[config.mk]
export PLATFORM = sky130hd
export DESIGN_NAME = dice_roll_ctrl
export DESIGN_NICKNAME = d
export VERILOG_FILES = /design/src/rtl/dice_pkg.sv /design/src/rtl/bcd_die_dec.sv /design/src/rtl/dice_roll_ctrl.sv
export SDC_FILE = /design/constraint.sdc
export NUM_CORES = 1
export LEC_CHECK = 0
export ABC_CLOCK_PERIOD_IN_PS = 2700
export CAP_MARGIN = 20
export CORE_MARGIN = 5
export CORE_UTILIZATION = 28
export DETAILED_ROUTE_END_ITERATION = 10
export PLACE_DENSITY = 0.47
export SLEW_MARGIN = 20
export SYNTH_ARGS = -nofsm -noshare
export SYNTH_HDL_FRONTEND = slang
export SYNTH_SLANG_ARGS = --single-unit
[constraint.sdc]
create_clock -name clk -period 2.7 [get_ports clk]
set_input_delay 0.405 -clock clk [delete_from_list [all_inputs] [get_ports clk]]
set_output_delay 0.405 -clock clk [all_outputs]
set_load 0.03 [all_outputs]
[src/rtl/dice_pkg.sv]
// Shared definitions for the dice roll controller: die indices, state
// encoding, BCD value type and the per-die top-value / button-priority helpers.
package dice_pkg;

    localparam int NUM_DICE = 7;

    localparam logic [2:0] DIE_D4   = 3'd0;
    localparam logic [2:0] DIE_D6   = 3'd1;
    localparam logic [2:0] DIE_D8   = 3'd2;
    localparam logic [2:0] DIE_D10  = 3'd3;
    localparam logic [2:0] DIE_D12  = 3'd4;
    localparam logic [2:0] DIE_D20  = 3'd5;
    localparam logic [2:0] DIE_D100 = 3'd6;

    typedef enum logic [1:0] {
        IDLE  = 2'd0,
        SPIN  = 2'd1,
        COAST = 2'd2
    } state_t;

    typedef struct packed {
        logic [3:0] tens;
        logic [3:0] units;
    } bcd_t;

    // Top face of each die in BCD; the D100 top face 100 is shown as "00".
    function automatic bcd_t die_top(input logic [2:0] die);
        bcd_t top;
        top.tens  = 4'd0;
        top.units = 4'd0;
        case (die)
            DIE_D4:  top.units = 4'd4;
            DIE_D6:  top.units = 4'd6;
            DIE_D8:  top.units = 4'd8;
            DIE_D10: top.tens  = 4'd1;
            DIE_D12: begin
                top.tens  = 4'd1;
                top.units = 4'd2;
            end
            DIE_D20: top.tens  = 4'd2;
            default: begin
                top.tens  = 4'd0;
                top.units = 4'd0;
            end
        endcase
        return top;
    endfunction

    // Lowest set button wins; scanning downward lets the lowest index overwrite.
    function automatic logic [2:0] btn_priority(input logic [NUM_DICE-1:0] btn);
        logic [2:0] idx;
        idx = DIE_D6;
        for (int i = NUM_DICE - 1; i >= 0; i--) begin
            if (btn[i]) begin
                idx = 3'(i);
            end
        end
        return idx;
    endfunction

endpackage

[src/rtl/bcd_die_dec.sv]
// Combinational BCD decrement of the displayed die value. The value 01 wraps
// to the top face of the latched die, so D100 steps 01 -> 00 (=100) -> 99.
module bcd_die_dec
    import dice_pkg::*;
(
    input  logic [3:0] tens,
    input  logic [3:0] units,
    input  logic [2:0] die,
    output logic [3:0] next_tens,
    output logic [3:0] next_units
);

    bcd_t top;

    assign top = die_top(die);

    // One BCD step down with borrow, tens digit wrapping 0 -> 9.
    always_comb begin
        next_tens  = tens;
        next_units = units;
        if (tens == 4'd0 && units == 4'd1) begin
            next_tens  = top.tens;
            next_units = top.units;
        end else if (units != 4'd0) begin
            next_units = units - 4'd1;
        end else begin
            next_units = 4'd9;
            next_tens  = (tens == 4'd0) ? 4'd9 : tens - 4'd1;
        end
    end

endmodule

[src/rtl/dice_roll_ctrl.sv]
// Roll sequencer: spins the value at clock rate while a die button is held,
// coasts with lengthening tick intervals after release, then settles in IDLE.
// Owns the BCD result register and the blanking/rolling flags.
module dice_roll_ctrl
    import dice_pkg::*;
#(
    parameter int COAST_STEPS = 8,
    parameter int WAIT_W      = 4
) (
    input  logic       clk,
    input  logic       rst_n,
    input  logic       tick_i,
    input  logic [6:0] btn_i,
    output logic [3:0] digit1_o,
    output logic [3:0] digit10_o,
    output logic       show_o,
    output logic       rolling_o,
    output logic [2:0] die_o
);

    localparam logic [WAIT_W-1:0] ONE  = WAIT_W'(1);
    localparam logic [WAIT_W-1:0] LAST = WAIT_W'(COAST_STEPS);

    state_t            state_reg, state_next;
    logic [2:0]        die_reg, die_next;
    logic [3:0]        tens_reg, tens_next;
    logic [3:0]        units_reg, units_next;
    logic [WAIT_W-1:0] wait_reg, wait_next;
    logic [WAIT_W-1:0] step_reg, step_next;
    logic              show_reg, show_next;
    logic              rolling_reg, rolling_next;

    logic       any_btn;
    logic [2:0] btn_die;
    bcd_t       btn_top;
    logic [3:0] dec_tens;
    logic [3:0] dec_units;
    logic       coast_fire;
    logic       last_step;

    assign any_btn    = |btn_i;
    assign btn_die    = btn_priority(btn_i);
    assign btn_top    = die_top(btn_die);
    // Step k completes on its k-th tick: the tick that would bring wait up to step.
    assign coast_fire = tick_i && ((wait_reg + ONE) == step_reg);
    assign last_step  = (step_reg == LAST);

    bcd_die_dec u_dec (
        .tens       (tens_reg),
        .units      (units_reg),
        .die        (die_reg),
        .next_tens  (dec_tens),
        .next_units (dec_units)
    );

    // State register.
    always_ff @(posedge clk or negedge rst_n) begin
        if (!rst_n) begin
            state_reg <= IDLE;
        end else begin
            state_reg <= state_next;
        end
    end

    // Next-state decision; a button in COAST abandons the coast and restarts a spin.
    always_comb begin
        state_next = state_reg;
        unique case (state_reg)
            IDLE: begin
                if (any_btn) state_next = SPIN;
            end
            SPIN: begin
                if (!any_btn) state_next = COAST;
            end
            COAST: begin
                if (any_btn) begin
                    state_next = SPIN;
                end else if (coast_fire && last_step) begin
                    state_next = IDLE;
                end
            end
            default: state_next = IDLE;
        endcase
    end

    // Output flags decoded from the upcoming state so they land registered with it.
    always_comb begin
        show_next    = (state_next != SPIN);
        rolling_next = (state_next != IDLE);
    end

    // Datapath next values: die latch, BCD value and coast wait/step counters.
    always_comb begin
        die_next   = die_reg;
        tens_next  = tens_reg;
        units_next = units_reg;
        wait_next  = wait_reg;
        step_next  = step_reg;
        unique case (state_reg)
            IDLE, COAST: begin
                if (any_btn) begin
                    die_next   = btn_die;
                    tens_next  = btn_top.tens;
                    units_next = btn_top.units;
                end else if (state_reg == COAST && tick_i) begin
                    if (coast_fire) begin
                        tens_next  = dec_tens;
                        units_next = dec_units;
                        wait_next  = '0;
                        step_next  = step_reg + ONE;
                    end else begin
                        wait_next  = wait_reg + ONE;
                    end
                end
            end
            SPIN: begin
                if (any_btn) begin
                    tens_next  = dec_tens;
                    units_next = dec_units;
                end else begin
                    wait_next  = '0;
                    step_next  = ONE;
                end
            end
            default: ;
        endcase
    end

    // Datapath and output flag registers.
    always_ff @(posedge clk or negedge rst_n) begin
        if (!rst_n) begin
            die_reg     <= DIE_D6;
            tens_reg    <= 4'd0;
            units_reg   <= 4'd1;
            wait_reg    <= '0;
            step_reg    <= '0;
            show_reg    <= 1'b1;
            rolling_reg <= 1'b0;
        end else begin
            die_reg     <= die_next;
            tens_reg    <= tens_next;
            units_reg   <= units_next;
            wait_reg    <= wait_next;
            step_reg    <= step_next;
            show_reg    <= show_next;
            rolling_reg <= rolling_next;
        end
    end

    assign digit1_o  = units_reg;
    assign digit10_o = tens_reg;
    assign show_o    = show_reg;
    assign rolling_o = rolling_reg;
    assign die_o     = die_reg;

endmodule

==> results of run 1 <==
[per-stage QoR]
stage / cell area [um2] / hold WS [ps] / instances / util [%]
4_1_cts: 1900 / 502 / 267 / 34.9
2_1_floorplan: 1550 / 109 / 172 / -
5_1_grt: 1900 / 523 / 267 / 34.9
3_5_place_dp: 1860 / 505 / 263 / 34.1
6_report: 1900 / 497 / 267 / 34.9
3_3_place_gp: 1860 / 501 / 263 / 34.1
[cells in the mapped netlist (all sizes together) (2+ instances only)]
library cell / count
a211o: 3
a21oi: 15
a31oi: 4
and2: 2
buf: 3
clkbuf: 4
dfrtp: 20
dfstp: 3
ha: 3
inv: 7
nand2: 20
nand2b: 4
nand3: 5
nor2: 12
nor2b: 2
nor3: 5
nor4: 6
o211ai: 2
o21a: 2
o21ai: 17
o21bai: 2
o22a: 2
o2bb2ai: 2
o31ai: 4
o41ai: 2
xnor2: 3
xor2: 3
[worst max-delay path by stage]
stage / startpoint / endpoint / slack (ps) / cells after the start
3_3_place_gp: btn_i[2] / digit1_o[3] / 300 / 9
4_1_cts: wait_reg[0] / digit1_o[3] / 440 / 7
3_5_place_dp: btn_i[2] / digit10_o[0] / 280 / 9
5_1_grt: wait_reg[0] / digit1_o[3] / 310 / 7
2_1_floorplan: wait_reg[0] / step_reg[3] / 710 / 6
6_report: wait_reg[0] / digit1_o[3] / 460 / 7
[where the power goes]
group	internal, mW	switching (mW)
clock	0.105	0.110
combinational	0.247	0.290
sequential	0.420	0.143
[critical path: cells and delay by family (launching register included)]
family / cells / cell delay [ps]
compound gates: 3 / 530
xor+xnor: 1 / 480
fa+ha+maj: 1 / 240
buf+inv: 1 / 190
flops: 1 / 420
simple gates: 1 / 270
[layout make-up]
class,instances,area (um2)
multi-input combinational,135,910
timing repair buffer,26,250
fill,545,3540
inverter,7,26.3
sequential,23,579
clock buffer,4,45.0
tap,72,90.1
[kinds of logic after synthesis]
kind of cell	after synthesis
xor+xnor	7
fa+ha+maj	3
flops	23
compound gates	61
buf+inv	14
simple gates	64
[per-layer routing]
metal	share of wire [%]	GRT usage, %	up-vias
met1	46	13.9	662
met3	4.6	2.65	2
li1	-	-	684
met2	49	19.8	39
met5	0	0	-
met4	0.36	2.16	0
==> results.cfg, run 1 <==
[outcome]
status = complete, no violations

[grt]
grt_overflow_total = 0
grt_usage_pct = 11.2
grt_pass1_wl_um = 6550
grt_max_degree = 24
antenna_found_initial = 0
grt_pass1_vias = 1373

[place]
port_buffers = 22
place_hpwl_um = 2990
place_congestion = 0.842
place_ws_ps = 279

[synthesis]
synth_xor_area_share_pct = 5.41
synthSimpleGateAreaFrac_pct = 24.8
yosys.area.top_type = dfrtp_1
synth_compound_area_share_pct = 26.1
ys_warn_count = 0
synthDistinctLibCells = 55
yosys_most_used_dff = dfrtp_1
synth_top_area_share_pct = 32.3
syn_area_um2 = 1550
synth.area.mux_share_pct = 0
synth_area_leaders = dfrtp_1 (32%), dfstp_2 (5.1%), o21ai_0 (4.8%), a21oi_1 (4.2%), nand2_1 (4.1%)
synthCells = 172
synth_top_family_by_area = compound AO/OA/AOI/OAI gates
avgSynthCellArea_um2 = 9.01
synth-edff-count = 0
synth_nets = 185
yosysSeqAreaShare_pct = 37.4
ys_ff_latch = 23
synth_adder_area_share_pct = 2.42
async_reset_ff_share_pct = 100

[layout]
fin_nets = 209
mostFrequentLayoutCells = clkdlybuf4s50_1 (22), dfrtp_1 (20), nand2_1 (17)
syn2layout_area_growth_pct = 22.6
antenna_cells = 0
final_common_cell = clkdlybuf4s50_1
drive_above_1_share_pct = 12.8

[route]
vias_per_cell = 5.19
routed_wl_um = 3870
drt_iter0_drc = 82
wire_per_inst_um = 14.5
drc_errors = 0
dr.pass1.iters = 5
drtAntennaViolNets = 0
vias = 1387

[clocking]
cts_tree = done
cts.sinks = 23
clock_latency_ps = 260
post_cts_buffers = 0
cts_buffers = 3
cts-root-buf = clkbuf_8
htreeDepth = 1
cts_resized = 0
clockBufferDepth = 2
cts.clk_slew.worst_paths_ps = 80
holdBufCountCts = 0

[setup_path]
cp_slowest_cell = xor3_1
rrSetupSlack_ps = 460
critPathKind = reg -> reg
crit_chain = ha_1, xor3_1, nor4_4, a21oi_2, buf_4, a311o_1, o21a_1
worst_setup_path_end_kind = register
startpoint_type = register
worstReg2RegStart = wait_reg[0]
worstRegToRegCells = 7
path_max_fanout = 12
timing.rr.end = digit1_o[3]
crit_required_ps = 2860
crit_path_max_incr_delay_ps = 480
arrival_ps = 2400

[pwr]
p_per_area_nw_per_um2 = 692
p_leak_nw = 0.735
p_total_mw = 1.31
ir_drop_mv = 0.346

[sta]
period_needed_ps = 2240
finalSetupViolations = 0
skew_ps = 3.44
rsz0062_at_grt = false
setup_tns_ps = 0
hold_violations = 0
timing.final.crit_share_pct = 83.1
relSlewSlack_pct = 64.4
setup_ws_ps = 456
drv_slew = 0
worstMarginPinSlew_ps = 530
max_freq_ghz = 0.446

[flow_run]
cap_violations = 0

[floorplanning]
start_util_pct = 28.5
io_pins = 23
die_area_um2 = 7130
num_rows = 27
core_area_um2 = 5440
die_y_um = 84.4
die_w_um = 84.4

[hold_path]
hold_path.class = in -> async
Note: power is estimated with default switching activity, not from simulation.
==> inputs of run 2 (changes only) <==
--- a/config.mk
+++ b/config.mk
@@ -5,7 +5,7 @@
 export SDC_FILE = /design/constraint.sdc
 export NUM_CORES = 1
 export LEC_CHECK = 0
-export ABC_CLOCK_PERIOD_IN_PS = 2700
+export ABC_CLOCK_PERIOD_IN_PS = 2400
 export CAP_MARGIN = 20
 export CORE_MARGIN = 5
 export CORE_UTILIZATION = 28
==> constraint.sdc (replaced) <==
create_clock -name clk -period 2.4 [get_ports clk]
set_input_delay 0.36 -clock clk [delete_from_list [all_inputs] [get_ports clk]]
set_output_delay 0.36 -clock clk [all_outputs]
set_load 0.03 [all_outputs]
==> run 2 against run 1 <==
- clock skew shrank 2.7 ps
- register-to-register slack got worse by 270 ps
- combinational power is 13% higher
- first-iteration DRC count decreased by 8.5%
- clock power grew 13%
- fmax increased by 1.6%
- cell count rose by 1.1%
- total power increased by 13%
- via count grew 2.8%
- sequential share of layout area is 0.55 points lower
- critical endpoint unchanged
- highest routed layer unchanged
==> results.cfg, run 2 (synthesis results as in run 1) <==
[outcome]
status = complete, no violations

[setup_path]
arrival_ps = 2370
cp_top_family = compound AO/OA/AOI/OAI gates
crit_required_ps = 2560
path_max_fanout = 12
critPathKind = reg -> reg
crit_path_max_incr_delay_ps = 430
crit_start = wait_reg[0]
worstReg2RegStart = wait_reg[0]
crit_buf_inv = 1
worst_setup_path_end_kind = register
cp_slowest_cell = dfrtp_1
crit_chain = ha_1, xor2_1, nor4_4, a21oi_2, buf_12, a311o_1, o21a_1
startpoint_type = register

[clocking]
holdBufCountCts = 0
cts-root-buf = clkbuf_8
cts_buffers = 3
cts.sinks = 23
clockBufferDepth = 2
htreeDepth = 1
post_cts_buffers = 0
cts_tree = done
cts_resized = 0
clock_latency_ps = 260
cts.clk_slew.worst_paths_ps = 80

[flow_run]
cap_violations = 0

[sta]
rsz0062_at_grt = false
finalSetupViolations = 0
period_needed_ps = 2210
setup_tns_ps = 0
timing.final.crit_share_pct = 92.0
max_freq_ghz = 0.453
hold_violations = 0
worstMarginPinSlew_ps = 608
drv_slew = 0
relSlewSlack_pct = 59.1
skew_ps = 0.793
hold_slack_ps = 455

[pwr]
p_seq_share_pct = 42.8
p_int_uw = 871
p_leak_nw = 0.753
p_per_area_nw_per_um2 = 769
p_switching_uw = 617
ir_drop_mv = 0.318
p_total_mw = 1.49
power_frac_clock_pct = 16.3
p_comb_share_pct = 40.9
netSwitchingFraction_pct = 41.5

[layout]
final_common_cell = clkdlybuf4s50_1
syn2layout_area_growth_pct = 24.9
mostFrequentLayoutCells = clkdlybuf4s50_1 (22), dfrtp_1 (20), nand2_1 (17)
fin_nets = 212
utilization_pct = 35.6
antenna_cells = 0
fin_cells = 270
drive_above_1_share_pct = 14.1

[grt]
grt_usage_pct = 11.9
grt_pass1_vias = 1416
grt_pass1_wl_um = 7040
grt_max_degree = 24
grt_overflow_total = 0
antenna_found_initial = 0

[route]
drtAntennaViolNets = 0
wire_per_inst_um = 15.1
routed_wl_um = 4070
dr.pass1.iters = 4
drc_errors = 0
drt_iter0_drc = 75
vias_per_cell = 5.28
vias = 1426

[floorplanning]
start_util_pct = 28.5
die_w_um = 84.4
num_rows = 27
core_area_um2 = 5440
die_area_um2 = 7130
die_y_um = 84.4
io_pins = 23

[place]
place_hpwl_um = 3240
place_congestion = 0.794
port_buffers = 22
placed_cells = 266

[hold_path]
hold_path.class = in -> async
==> run 2: cell count changes in the layout (fill, tap and decap cells not counted), sizes merged <==
| cell | change |
|---|---|
| buf | +3 |
==> run 2: worst reg2reg max path, stage by stage, from the launching register on <==
cell,delay [ps]
dfrtp_1,430
ha_1,350
xor2_1,230
nor4_4,400
a21oi_2,120
buf_12,160
a311o_1,310
o21a_1,100
==> run 2: layout make-up <==
cell class	count	area [um2]
fill	571	3500
inverter	7	26.3
timing repair buffer	29	285
sequential	23	579
clock buffer	4	45.0
tap	72	90.1
multi-input combinational	135	910
==> run 2: layer usage <==
layer	vias up	GRT usage (%)	part of all wire, %
li1	692	-	-
met1	715	14.8	44
met2	17	21.9	52
met3	2	2.55	3.2
met4	0	1.29	0.44
met5	-	0	0
==> run 2: stage by stage <==
| stage | setup slack [ps] | instance area [um2] |
|---|---|---|
| after floorplan | 405 | 1550 |
| after global placement | 165 | 1890 |
| after detailed placement | 184 | 1890 |
| after CTS | 169 | 1940 |
| after global routing | 72.1 | 1940 |
| final | 191 | 1940 |
==> run 2: power groups by stage <==
stage | Sequential [mW] | Combinational [mW] | Clock [mW]
floorplan | 0.717 | 0.281 | 0
global placement | 0.641 | 0.616 | 0
detailed placement | 0.643 | 0.618 | 0
CTS | 0.636 | 0.619 | 0.255
global route | 0.659 | 0.656 | 0.268
finish | 0.637 | 0.609 | 0.242
==> run 2: final timing paths <==
path | slack [ps] | to | cells after the start
max in group asynchronous | 1650 | die_o[0] | 2
hold reg to reg | 530 | wait_reg[1] | 2
min in group clk | 530 | wait_reg[1] | 2
hold / removal | 450 | die_o[1] | 2
setup / recovery | 190 | digit1_o[3] | 7
setup reg to reg | 190 | digit1_o[3] | 7
